===== config.mk =====
export PLATFORM = sky130hd
export DESIGN_NAME = clint_timer
export DESIGN_NICKNAME = d
export VERILOG_FILES = /design/src/rtl/clint_wires.sv /design/src/rtl/clint_rtc_tick.sv /design/src/rtl/clint_timer.sv
export SDC_FILE = /design/constraint.sdc
export NUM_CORES = 1
export LEC_CHECK = 0
export BUFFER_PORTS_ARGS = -buffer_cell sky130_fd_sc_hd__buf_2
export CORE_ASPECT_RATIO = 0.9
export CORE_MARGIN = 2
export CORE_UTILIZATION = 35
export CTS_BUF_LIST = sky130_fd_sc_hd__clkbuf_4
export CTS_CLUSTER_SIZE = 12
export DETAILED_ROUTE_END_ITERATION = 8
export GPL_ROUTABILITY_DRIVEN = 0
export SLEW_MARGIN = 40
export SYNTH_ARGS = -nofsm -noshare
export SYNTH_HDL_FRONTEND = slang
export SYNTH_SLANG_ARGS = --single-unit

===== constraint.sdc =====
create_clock -name clock -period 4.8 [get_ports clock]
set_clock_uncertainty 0.1 [all_clocks]
set_input_delay 0.48 -clock clock [delete_from_list [all_inputs] [get_ports clock]]
set_output_delay 0.48 -clock clock [all_outputs]
set_load 0.005 [all_outputs]

===== src/rtl/clint_wires.sv =====
// clint_wires: shared CLINT constants, register-file struct and byte-lane merge helper.
package clint_wires;
    localparam int          clk_divider_rtc      = (1000000000 / 100000000) / 2 - 1;
    localparam logic [31:0] clint_base_addr      = 32'h0200_0000;
    localparam logic [31:0] clint_msip_off       = 32'h0000_0000;
    localparam logic [31:0] clint_mtimecmp_off   = 32'h0000_4000;
    localparam logic [31:0] clint_mtimecmp_hi_off = 32'h0000_4004;
    localparam logic [31:0] clint_mtime_off      = 32'h0000_BFF8;
    localparam logic [31:0] clint_mtime_hi_off   = 32'h0000_BFFC;

    typedef struct packed {
        logic [63:0] mtime;
        logic [63:0] mtimecmp;
        logic        msip;
        logic [31:0] rdata;
        logic        ready;
    } clint_reg_type;

    localparam clint_reg_type clint_reg_reset = '{
        mtime:    '0,
        mtimecmp: '1,
        msip:     1'b0,
        rdata:    '0,
        ready:    1'b0
    };

    function automatic logic [31:0] clint_merge(
        input logic [31:0] old,
        input logic [31:0] data,
        input logic [3:0]  strb
    );
        logic [31:0] m;
        for (int i = 0; i < 4; i++)
            m[8*i +: 8] = strb[i] ? data[8*i +: 8] : old[8*i +: 8];
        return m;
    endfunction
endpackage


===== src/rtl/clint_rtc_tick.sv =====
// clint_rtc_tick: divides clock into a half-period phase and pulses rtc_tick once per full RTC period.
module clint_rtc_tick #(
    parameter int rtc_divider = 4
) (
    input  logic clock,
    input  logic reset,
    output logic rtc_tick
);
    localparam int cw = rtc_divider > 0 ? $clog2(rtc_divider + 1) : 1;

    logic [cw-1:0] count;
    logic          phase, phase_d, wrap;

    assign wrap     = count == cw'(rtc_divider);
    assign rtc_tick = phase & ~phase_d;

    always_ff @(posedge clock) begin
        if (reset) begin
            count   <= '0;
            phase   <= 1'b0;
            phase_d <= 1'b0;
        end else begin
            count   <= wrap ? '0 : count + 1'b1;
            phase   <= phase ^ wrap;
            phase_d <= phase;
        end
    end
endmodule


===== src/rtl/clint_timer.sv =====
// clint_timer: CLINT with mtime/mtimecmp/msip registers driving mtip and msip.
// Define CLINT_MTIME_WRITE_EN to make mtime writable from the bus.
module clint_timer
    import clint_wires::*;
#(
    parameter int          rtc_divider = clk_divider_rtc,
    parameter logic [31:0] base_addr   = clint_base_addr
) (
    input  logic        clock,
    input  logic        reset,
    input  logic        mem_valid,
    input  logic        mem_instr,
    input  logic [31:0] mem_addr,
    input  logic [31:0] mem_wdata,
    input  logic [3:0]  mem_wstrb,
    output logic [31:0] mem_rdata,
    output logic        mem_ready,
    output logic        mtip,
    output logic        msip,
    output logic [63:0] mtime_out
);
    clint_reg_type r, v;
    logic          rtc_tick, wr, mtime_lo_wr, mtime_hi_wr, unused;
    logic [31:0]   off, rd;

    clint_rtc_tick #(.rtc_divider(rtc_divider)) u_rtc_tick (
        .clock   (clock),
        .reset   (reset),
        .rtc_tick(rtc_tick)
    );

    assign unused = mem_instr;
    assign off    = (mem_addr - base_addr) & ~32'h3;
    assign wr     = mem_valid & (|mem_wstrb);

`ifdef CLINT_MTIME_WRITE_EN
    assign mtime_lo_wr = wr & (off == clint_mtime_off);
    assign mtime_hi_wr = wr & (off == clint_mtime_hi_off);
`else
    assign mtime_lo_wr = 1'b0;
    assign mtime_hi_wr = 1'b0;
`endif

    assign rd = off == clint_msip_off        ? {31'b0, r.msip}     :
                off == clint_mtimecmp_off    ? r.mtimecmp[31:0]    :
                off == clint_mtimecmp_hi_off ? r.mtimecmp[63:32]   :
                off == clint_mtime_off       ? r.mtime[31:0]       :
                off == clint_mtime_hi_off    ? r.mtime[63:32]      : 32'h0;

    always_comb begin
        v                 = r;
        v.ready           = mem_valid;
        v.rdata           = mem_valid ? rd : r.rdata;
        v.msip            = (wr && off == clint_msip_off && mem_wstrb[0]) ? mem_wdata[0] : r.msip;
        v.mtimecmp[31:0]  = (wr && off == clint_mtimecmp_off) ?
                            clint_merge(r.mtimecmp[31:0], mem_wdata, mem_wstrb) : r.mtimecmp[31:0];
        v.mtimecmp[63:32] = (wr && off == clint_mtimecmp_hi_off) ?
                            clint_merge(r.mtimecmp[63:32], mem_wdata, mem_wstrb) : r.mtimecmp[63:32];
        // a bus write to either mtime half swallows a coincident tick
        v.mtime           = (rtc_tick && !mtime_lo_wr && !mtime_hi_wr) ? r.mtime + 64'd1 : r.mtime;
        v.mtime[31:0]     = mtime_lo_wr ? clint_merge(r.mtime[31:0], mem_wdata, mem_wstrb) : v.mtime[31:0];
        v.mtime[63:32]    = mtime_hi_wr ? clint_merge(r.mtime[63:32], mem_wdata, mem_wstrb) : v.mtime[63:32];
    end

    always_ff @(posedge clock) begin
        if (reset) begin
            r    <= clint_reg_reset;
            mtip <= 1'b0;
            msip <= 1'b0;
        end else begin
            r    <= v;
            mtip <= r.mtime >= r.mtimecmp;
            msip <= r.msip;
        end
    end

    assign mem_rdata = r.rdata;
    assign mem_ready = r.ready;
    assign mtime_out = r.mtime;
endmodule


=== After elaboration in Yosys (flattened, before gate mapping) ===
Index checks and enable logic that the tools add are counted.

* Register bits: 169
* Word-level logic and storage cells: 50
* Input port bits: 72

* Mux-type cells: 5
* Reductions and logical operators: 15
* Add/subtract/negate cells: 3
* Equal/unequal tests: 5
* Order comparisons: 1
* Bitwise operators: 4

{| class="wikitable"
|+ Operators with widths
! cell !! count
|-
| $mux W32 || 5
|-
| $add A64 B1 Y64 const B || 1
|-
| $ge A64 B64 Y1 || 1
|-
| $eq A30 B13 Y1 const B || 2
|-
| $eq A30 B14 Y1 const B || 2
|-
| $logic_not A32 Y1 || 1
|-
| $sub A32 B26 Y32 const B || 1
|-
| $reduce_and A2 Y1 || 8
|-
| $logic_and A1 B1 Y1 || 4
|-
| $reduce_or A4 Y1 || 1
|-
| $add A3 B1 Y3 const B || 1
|-
| $eq A3 B3 Y1 const B || 1
|-
| $and A1 B1 Y1 || 2
|-
| $reduce_or A2 Y1 || 1
|-
| $not A1 Y1 || 1
|-
| $xor A1 B1 Y1 || 1
|}

=== Depth between registers and ports, before layout ===
Gate-level depths: netlist of run 1.

* Depth after elaboration: 7
* Mapped depth: 9
* Gate-level depth less buffers: 8

=== Hierarchy ===
From an unflattened synthesis of run 1, not the netlist that was laid out.

* Cell total of the unflattened synthesis: 1126
* Area, all modules: 9655.5 um^2

{| class="wikitable"
|+ By module, submodules not included
! module !! instances !! area each (um^2) !! cells each
|-
| clint_timer || 1 || 9452.8 || 1107
|-
| clint_rtc_tick || 1 || 202.7 || 19
|}

=== Worst setup path after synthesis of run 1 ===
OpenSTA, ideal clock, no wires.

* Path kind: input port to flip-flop
* Start: input mem_addr[18]
* End: register r, in the netlist mem_rdata[10]
* Cell stages on the path: 6
* Slack: 2.582 ns
* Required time: 4.613 ns
* Arrival: 2.031 ns
* Library setup time: 0.087 ns
* Path buffers: 2
* Path through: nor4_1 nand4_1 or4b_2 clkbuf_1 clkbuf_1 o31ai_1

* Cells in the longest elaborated chain, start to end: 7
* Elaborated cells on any way between the ends: 11
* Classes of those cells: add/sub (1); eq/ne (4); mux (5); reduce/logical (1)

{| class="wikitable"
|+ RTL lines
! item !! line !! text
|-
| start: declaration || clint_timer.sv:13 || <nowiki>input logic [31:0] mem_addr,</nowiki>
|-
| $sub A32 B26 Y32 * || clint_timer.sv:33 || <nowiki>assign off = (mem_addr - base_addr) & ~32'h3;</nowiki>
|-
| $eq A30 B14 Y1 || clint_timer.sv:48 || <nowiki>off == clint_mtime_hi_off ? r.mtime[63:32] : 32'h0;</nowiki>
|-
| $mux W32 || clint_timer.sv:48 ||
|-
| $mux W32 || clint_timer.sv:47 || <nowiki>off == clint_mtime_off ? r.mtime[31:0] :</nowiki>
|-
| $mux W32 || clint_timer.sv:46 || <nowiki>off == clint_mtimecmp_hi_off ? r.mtimecmp[63:32] :</nowiki>
|-
| $mux W32 || clint_timer.sv:45 || <nowiki>off == clint_mtimecmp_off ? r.mtimecmp[31:0] :</nowiki>
|-
| $mux W32 * || clint_timer.sv:44 || <nowiki>assign rd = off == clint_msip_off ? {31'b0, r.msip} :</nowiki>
|-
| end signal: assignment || clint_timer.sv:67 || <nowiki>r <= clint_reg_reset;</nowiki>
|-
| end signal: assignment || clint_timer.sv:71 || <nowiki>r <= v;</nowiki>
|-
| end: declaration || clint_timer.sv:22 || <nowiki>clint_reg_type r, v;</nowiki>
|}

Every way passes the cells marked *; elsewhere a longest branch is shown, timed or not.
A chain may end at the register's enable or synchronous reset.

=== Final worst setup path of run 1 ===
* Start: register r, in the netlist mtime_out[7]
* End: register r, in the netlist mtime_out[57]

* Cells in the longest elaborated chain, start to end: 1

{| class="wikitable"
|+ RTL lines
! item !! line !! text
|-
| $add A64 B1 Y64 || clint_timer.sv:60 || <nowiki>v.mtime = (rtc_tick && !mtime_lo_wr && !mtime_hi_wr) ? r.mtime + 64'd1 : r.mtime;</nowiki>
|}

Every way passes these cells.

==> summary.txt, run 1 <==
Logic synthesis
  – Synthesized flop and latch total: ~170
  – Async SR Flop Fraction: 0
  – Cell taking the most area after synthesis: dfxtp_1
  – Synth Net Count: around 1,400
  – Synthesized area: 10,100 um2
  – Post-synth top area share: 0.334
  – Top post-synthesis cells by area: dfxtp_1 (33%), ha_1 (8.4%), buf_4 (7.1%)
  – Main flop type after synthesis: dfxtp_1
  – Synth Instances: 1,243
  – Largest family of logic cells by synthesized area: simple AND/OR/NAND/NOR gates
  – Adder-Cell Fraction of Synth Area: 0.0840
  – Top post-synthesis cells by count: nor2_1 (189), dfxtp_1 (169), a21oi_1 (101)
  – Xor and xnor area share after synthesis: 0.0389
  – Sequential fraction of the synthesis area: 0.334
  – Count leader, synth: nor2_1
  – Yosys warns: 0
  – Netlist cell types: 56
  – Compound-cell area share of the yosys netlist: 0.138
  – Mux share of post-synthesis cell area: 0.0663
  – Post-synth EDFFs: 0
  – Synth Area in Simple Gates: 0.211
  – Post-synthesis area per instance: just over 8 um2

Worst setup path
  – Crit path kind: reg2reg
  – Crit path required time: 5.15 ns
  – Crit path arrival time: 3.47 ns
  – CP Launch Type: flop
  – CP max FO: 21
  – Reg2Reg Setup Slack: 1.68 ns
  – Worst r2r path cells: 6
  – Critical Path End Type: flop

Die
  – Core area: 28,700 um2
  – Die X: ~180 um
  – Die ar.: around 30,000 um2
  – # IOs: 171
  – FP Rows: just under 60
  – Starting density of the core: 0.353
  – DIE HEIGHT: 165 um

Timing
  – Tmin final: 3.12 ns
  – Setup TNS: 0 ns
  – Slew Viols, Final: 0
  – Worst Slack Setup Final: 1.68 ns
  – Tightest hold margin: just under 0.04 ns
  – Final Cycle Share: 0.650
  – RSZ-0062 raised after global routing: false
  – Slew headroom: 0.535
  – # setup viols final: 0
  – Hold Fails Final Rpt: 0
  – Fmax: 0.320 GHz
  – Worst Tran Pin Value: 0.695 ns

Finish
  – Finished Cell Area: 10,900 um2
  – Share of cells above drive strength 1: 0.177
  – Synth-to-layout area growth: 7.88%
  – Final core occ: 0.381
  – Nets: 1,426

Power
  – Maximum VDD drop: 0.000143 V
  – Power per Cell Area: around 230 nW/um2
  – Leak: ~0.0055 uW

GRT
  – Gr ovfl total: 0
  – Total track usage: 0.199
  – Vias in the first global route: 8,354
  – Antenna violations before repair: 2
  – First-pass GRT wire length: 47,000 um
  – Largest net degree at the start of global routing: 86

Clock tree
  – Clock slew at the register clock pins of the worst setup and hold paths: 0.16 ns
  – Inserted Clock Buffers: 17
  – Root buffer cell: clkbuf_4
  – H-tree depth: 4
  – Post-CTS Setup Bufs: 0
  – Later-pin clock latency in the skew report: 0.59 ns
  – CTS tree: yes
  – Hold-fix buffers, CTS: 0
  – Post-CTS Resized: 0
  – CTS sink cnt: 169
  – CTS Buffer Depth: 2

Job
  – Number of max-cap violations: 0

Min path
  – Min-Delay Path Depth: 3
  – Worst hold path class: in2reg

Detailed routing
  – DRT Wirelength: 30,000 um
  – Post-route ant nets: 0
  – Via count: 8,893
  – TritonRoute pass-1 iters: 6
  – Routed vias/inst: 5.34
  – Initial DRC count: between 600 and 700
  – Average wire per standard cell: 18.0 um
  – Residual DRC count: 0

Status
  – Status: complete, no violations

Placed design
  – Setup WS pre-CTS: 1.45 ns
  – HPWL Detailed: 21,800 um
  – IO buf count: 167
  – DP Area: 10,600 um2
## placed cells by master, fill, tap and decap left out, types with 5 or more instances in the layout
master,synthesis,final
nor2_1,189,188
dfxtp_1,169,169
buf_2,5,166
a21oi_1,101,101
inv_1,86,86
nand2_1,79,79
ha_1,68,68
mux2i_1,66,66
nand4_1,33,33
a221oi_1,31,31
o31ai_1,31,31
xnor2_1,30,30
nand3_1,29,29
o21ai_0,26,26
nor4_1,21,21
clkbuf_4,0,17
or3_1,15,15
xor2_1,15,15
a21o_1,12,12
nor3_1,11,11
buf_4,96,11
and4_1,9,8
nor3_2,8,8
and2_1,6,6
a211oi_1,5,5
## stage by stage
stage                     std cells  total power (uW)
final                          1666              2490
after global routing           1666              2580
after CTS                      1664              2510
after detailed placement       1632              1550
after global placement         1631              1550
after floorplan                1243              1490
## area by class of cell
type,count,area [um2]
flip-flops and latches,169,3380
repair buffers,180,963
multi-input cells,832,5480
clock buffers,17,128
well taps,366,458
fillers,2974,17800
diodes,1,2.50
clock inverters,15,198
inverters,86,323
## metal layers
metal / up-vias / track usage / part of all wire
met5: - / 0 / 0.00043
met4: 2 / 0.0469 / 0.015
met3: 38 / 0.0443 / 0.060
met2: 273 / 0.316 / 0.45
met1: 4251 / 0.276 / 0.48
li1: 4329 / - / -
## cells by family after synthesis
family / count (synthesis)
adder cells (fa/ha/maj): 68
AO/OA/AOI/OAI: 222
AND/OR/NAND/NOR: 430
buffers and inverters: 242
flip-flops: 169
XOR/XNOR: 45
multiplexers: 67
## state kept, by name, summed over array words and instances (netlist names)
| register | cells |
|---|---|
| mem_rdata | 32 |
| mem_ready | 1 |
| msip | 1 |
| mtime_out | 64 |
| mtip | 1 |
| r | 65 |
| u_rtc_tick.count | 3 |
| u_rtc_tick.phase | 1 |
| u_rtc_tick.phase_d | 1 |
## critical path, cell delays in order (launching register included)
cell	delay [ns]
dfxtp_1	0.55
and4_1	0.38
nor4b_4	0.63
nand4_4	0.53
nor4_4	0.53
a21o_1	0.19
a21oi_1	0.06
## path summary, 6_finish.rpt
check / to / from
max: mtime_out[57]$_SDFFE_PP0P_ / mtime_out[7]$_SDFFE_PP0P_
min: r[33]$_SDFFE_PP0P_ / mem_wdata[0]
max reg2reg: mtime_out[57]$_SDFFE_PP0P_ / mtime_out[7]$_SDFFE_PP0P_
min reg2reg: mem_rdata[7]$_SDFFE_PP0P_ / mem_rdata[7]$_SDFFE_PP0P_
## power by group
group	switching [uW]	internal (uW)	leakage, uW
Sequential	2.23	1410	0.00136
Combinational	74.3	38.7	0.00399
Clock	556	414	0.000160
(Power assumes the default switching activity.)
==> inputs of run 2 (changes only) <==
==> constraint.sdc (replaced) <==
create_clock -name clock -period 2.71 [get_ports clock]
set_clock_uncertainty 0.1 [all_clocks]
set_input_delay 0.271 -clock clock [delete_from_list [all_inputs] [get_ports clock]]
set_output_delay 0.271 -clock clock [all_outputs]
set_load 0.005 [all_outputs]
==> run 2 against run 1 <==
Effect of this change: worst setup slack lost 1.5 ns; flip-flop and latch count is the same; via count grew 3.2%; global-route usage grew 0.79 points; clock-buffer cell count is the same; utilization rose by 2.6 points; register-to-register slack got worse by 1.5 ns; highest routed layer unchanged; first-iteration DRC count grew 7.3%; clock power rose by 61%; cell area rose by 6.7%; cell count is 5.5% higher; critical endpoint unchanged.
==> summary.txt, run 2 (synthesized netlist as in run 1, its figures left out) <==
Power
  – Leak: 0.00594 uW
  – Sequential Power Share: 0.581
  – Switch share: 0.251
  – Power share of the combinational group: 0.056
  – Cell internal pwr: roughly 3200 uW
  – NetSw: 1080 uW
  – Maximum VDD drop: ~0.00025 V
  – Clock power frac: 0.363
  – Power per Cell Area: 368 nW/um2

Min path
  – Worst hold path class: in2reg

GRT
  – Vias in the first global route: 8,892
  – Total track usage: 0.207
  – Antenna violations before repair: 2
  – First-pass GRT wire length: between 40,000 and 50,000 um
  – Gr ovfl total: 0
  – Largest net degree at the start of global routing: between 150 and 200

Worst setup path
  – CP Launch Type: flop
  – Crit path required time: between 3 and 4 ns
  – Crit-path cells: and4_1 -> nand3_1 -> or3_1 -> nor4_4 -> a21o_1 -> a21oi_1
  – Critical Path End Type: flop
  – Crit path arrival time: 2.84 ns
  – Critical path's top delay family: simple AND/OR/NAND/NOR gates
  – Bufs and invs on worst path: 0
  – Crit path kind: reg2reg
  – Slowest CP cell: or3_1
  – CP max stage delay: 0.57 ns
  – CP max FO: 10

Timing
  – Fmax: 0.400 GHz
  – RSZ-0062 raised after global routing: false
  – Slew Viols, Final: 0
  – Setup TNS: 0 ns
  – Worst Tran Pin Value: 0.824 ns
  – Tmin final: 2.50 ns
  – Final Cycle Share: 0.923
  – Slew headroom: 0.451
  – Hold Fails Final Rpt: 0
  – # setup viols final: 0

Clock tree
  – Post-CTS Setup Bufs: 0
  – Clock slew at the register clock pins of the worst setup and hold paths: 0.14 ns
  – Post-CTS Resized: 0
  – Later-pin clock latency in the skew report: 0.59 ns
  – CTS Buffer Depth: 2
  – Hold-fix buffers, CTS: 38
  – Root buffer cell: clkbuf_4
  – CTS sink cnt: 169
  – Inserted Clock Buffers: 17
  – H-tree depth: 4
  – CTS tree: yes

Finish
  – Finished Cell Area: 11,700 um2
  – Share of cells above drive strength 1: 0.202
  – Synth-to-layout area growth: 15.1%
  – Reg with most FFs: r
  – Commonest non-fill, non-tap cell in the layout: nor2_1
  – Max FFs per register: 65
  – Most frequent cells in the layout: nor2_1 (188), dfxtp_1 (169), buf_2 (166)
  – Nets: 1,518
  – Final core occ: 0.406
  – Fillers: slightly below 3,000

Die
  – FP Rows: 59
  – Starting density of the core: 0.353
  – # IOs: 171
  – DIE HEIGHT: around 170 um
  – Die X: ~180 um
  – Core area: ~29,000 um2
  – Die ar.: roughly 30,000 um2

Status
  – Status: complete, no violations

Detailed routing
  – Initial DRC count: 687
  – DRT Wirelength: a little over 30,000 um
  – Post-route ant nets: 0
  – Residual DRC count: 0
  – TritonRoute pass-1 iters: 5
  – Via count: 9,177
  – Average wire per standard cell: 17.7 um
  – Routed vias/inst: 5.22

Job
  – Number of max-cap violations: 0

Placed design
  – HPWL Detailed: 22,400 um
  – IO buf count: approximately 170
  – DP Area: 11,000 um2
[run 2: tightest hold or removal path, cell delays in order]
cell and delay (ns):
buf_2 0.08, nand2_1 0.04, buf_4 0.19, mux2i_1 0.13
[run 2: power by group through the flow]
stage | clock network (uW) | registers, uW | logic [uW]
2_1_floorplan | 0 | 2550 | 95.3
3_3_place_gp | 0 | 2550 | 199
6_report | 1560 | 2490 | 241
3_5_place_dp | 0 | 2550 | 201
5_1_grt | 1690 | 2500 | 265
4_1_cts | 1600 | 2500 | 243
[run 2: routing by layer]
metal	vias up	routed length, um	global-route usage	share of wire
met4	2	357	0.0458	0.012
met3	27	1620	0.0338	0.052
li1	4510	-	-	-
met1	4370	15000	0.284	0.49
met2	268	14000	0.343	0.45
met5	-	13	0	0.00042
[run 2: per-stage QoR]
stage	hold slack, ns	setup WS [ns]	power [uW]	instances
finish	0.0707	0.207	4300	1757
global placement	0.333	0.283	2750	1687
CTS	0.0380	0.219	4330	1756
global route	0.0374	0.00250	4450	1757
floorplan	0.299	0.527	2640	1243
detailed placement	0.338	0.244	2750	1687
[run 2: final timing paths]
path                               from                         end  slack (ns)  cells after the start
min                        mem_wstrb[3]          r[94]$_SDFFE_PP1P_        0.07                      4
max          mtime_out[39]$_SDFFE_PP0P_  mtime_out[57]$_SDFFE_PP0P_        0.21                      6
min reg2reg  mem_rdata[19]$_SDFFE_PP0P_  mem_rdata[19]$_SDFFE_PP0P_        0.36                      2
max reg2reg  mtime_out[39]$_SDFFE_PP0P_  mtime_out[57]$_SDFFE_PP0P_        0.21                      6
[run 2: area by class of cell]
class / instances / area [um2] / share of cell area
inverters: 86 / 323 / 0.0277
clock buffers: 17 / 128 / 0.0109
repair buffers: 272 / 1750 / 0.150
multi-input cells: 832 / 5470 / 0.469
diodes: 1 / 2.50 / 0.000215
flip-flops and latches: 169 / 3380 / 0.290
clock inverters: 14 / 156 / 0.0134
well taps: 366 / 458 / 0.0393
==> inputs of run 3 (changes only) <==
--- a/config.mk
+++ b/config.mk
@@ -13,6 +13,7 @@
 export CTS_CLUSTER_SIZE = 12
 export DETAILED_ROUTE_END_ITERATION = 8
 export GPL_ROUTABILITY_DRIVEN = 0
+export SETUP_SLACK_MARGIN = 0.3
 export SLEW_MARGIN = 40
 export SYNTH_ARGS = -nofsm -noshare
 export SYNTH_HDL_FRONTEND = slang
==> run 3 against run 2 <==
Effect of this change: flip-flop and latch count is the same; first-iteration DRC count decreased by 8.3%; non-clock buffer count is 3 higher; highest routed layer unchanged; cell count rose by 0.23%; cell area is 0.70% higher.
==> summary.txt, run 3 (synthesized netlist as in run 1, its figures left out) <==
Clock tree
  – Inserted Clock Buffers: 17
  – CTS sink cnt: 169
  – Later-pin clock latency in the skew report: 0.59 ns
  – CTS tree: yes
  – Root buffer cell: clkbuf_4
  – CTS Buffer Depth: 2
  – Clock slew at the register clock pins of the worst setup and hold paths: roughly 0.15 ns
  – H-tree depth: 4

Power
  – Cell internal pwr: 3220 uW
  – Sequential Power Share: 0.580
  – Power per Cell Area: 366 nW/um2
  – Switch share: 0.252
  – Clock power frac: 0.364
  – NetSw: 1080 uW
  – Maximum VDD drop: 0.000246 V
  – Power share of the combinational group: 0.056
  – Leak: 0.00596 uW

Detailed routing
  – Average wire per standard cell: 17.7 um
  – Met3 wire len: 1720 um
  – Met2 wire len: 13,900 um
  – Top Metal Used: met5
  – TritonRoute pass-1 iters: 5
  – Initial DRC count: 630
  – DRT Wirelength: 31,200 um
  – Post-route ant nets: 0
  – Routed vias/inst: 5.27
  – M1 wire length: 15,100 um
  – Via count: 9,274
  – Residual DRC count: 0

Timing
  – Worst Tran Pin Value: 0.880 ns
  – Setup TNS: 0 ns
  – Slew headroom: 0.413
  – RSZ-0062 raised after global routing: true
  – Tmin final: 2.35 ns
  – Tightest hold margin: 0.0710 ns
  – Final Cycle Share: 0.866
  – Worst Slack Setup Final: 0.363 ns
  – Fmax: 0.426 GHz
  – Hold Fails Final Rpt: 0
  – Slew Viols, Final: 0
  – # setup viols final: 0

Worst setup path
  – Critical Path End Type: flop
  – Crit path kind: reg2reg
  – Crit path required time: 3.05 ns
  – CP max FO: 18
  – CP Launch Type: flop
  – Crit path arrival time: 2.68 ns

Finish
  – Share of cells above drive strength 1: 0.215
  – Synth-to-layout area growth: 15.9%
  – Reg with most FFs: r
  – Nets: 1,521
  – Commonest non-fill, non-tap cell in the layout: nor2_1
  – Finished Cell Area: roughly 12,000 um2
  – Max FFs per register: 65
  – Most frequent cells in the layout: nor2_1 (188), buf_2 (166), dfxtp_1 (162)

GRT
  – Total track usage: 0.208
  – Largest net degree at the start of global routing: 162
  – Antenna violations before repair: 3
  – First-pass GRT wire length: a little under 50,000 um
  – Vias in the first global route: 8,925
  – Gr ovfl total: 0

Job
  – Number of max-cap violations: 0

Die
  – FP Rows: 59
  – DIE HEIGHT: ~170 um
  – Starting density of the core: 0.353
  – Die X: 183 um
  – Core area: around 29,000 um2
  – Die ar.: 30,300 um2
  – # IOs: 171

Status
  – Status: complete, no violations

Min path
  – Worst hold path class: in2reg

Placed design
  – DP Area: 11,000 um2
  – Setup WS pre-CTS: approximately 0.24 ns
  – IO buf count: 167
  – HPWL Detailed: 22,400 um
[run 3: layer usage]
metal | track usage | vias to the layer above
li1 | - | 4518
met1 | 0.284 | 4456
met2 | 0.343 | 267
met3 | 0.0338 | 31
met4 | 0.0480 | 2
met5 | 0 | -
[run 3: worst max-delay path, cell delays in order, from the launching register on]
cell,delay [ns]
dfxtp_2,0.44
nand4_1,0.21
nor4_2,0.36
buf_4,0.19
nand4_4,0.15
buf_4,0.26
nor4_1,0.30
xnor2_1,0.16
nor2_1,0.05
[run 3: timing repair]
action	in CTS	in global routing
hold endpoints to repair	66	0
setup endpoints to repair	16	21
resized for setup	3	14
hold buffers	38	0
pin swaps	2	2
buffers inserted	3	0
[run 3: final cells by class]
class                      instances  area, um2
fill                            2955      17000
sequential                       169       3390
tap                              366        458
multi-input combinational        832       5520
inverter                          86        323
clock buffer                      17        128
antenna                            2       5.00
clock inverter                    14        156
timing repair buffer             275       1770
[run 3: worst paths after layout]
| kind | slack (ns) | endpoint | startpoint | cells after the start |
|---|---|---|---|---|
| worst max-delay path | 0.36 | mtime_out[52]$_SDFFE_PP0P_ | mtime_out[32]$_SDFFE_PP0P_ | 8 |
| worst max register to register | 0.36 | mtime_out[52]$_SDFFE_PP0P_ | mtime_out[32]$_SDFFE_PP0P_ | 8 |
| worst min-delay path | 0.07 | r[59]$_SDFFE_PP1P_ | mem_wstrb[3] | 4 |
| worst min register to register | 0.36 | mem_rdata[19]$_SDFFE_PP0P_ | mem_rdata[19]$_SDFFE_PP0P_ | 2 |
[run 3: power groups by stage]
stage	sequential [uW]	combinational, uW	clock [uW]
6_report	2490	242	1560
5_1_grt	2500	265	1690
4_1_cts	2490	243	1600
3_5_place_dp	2550	201	0
3_3_place_gp	2550	199	0
2_1_floorplan	2550	95.3	0
[run 3: through the flow]
step | std cells | utilization | total power, uW
finish | 1761 | 0.409 | 4300
floorplan | 1243 | - | 2640
detailed placement | 1687 | 0.383 | 2750
global placement | 1687 | 0.383 | 2750
global route | 1761 | 0.409 | 4450
CTS | 1759 | 0.407 | 4330
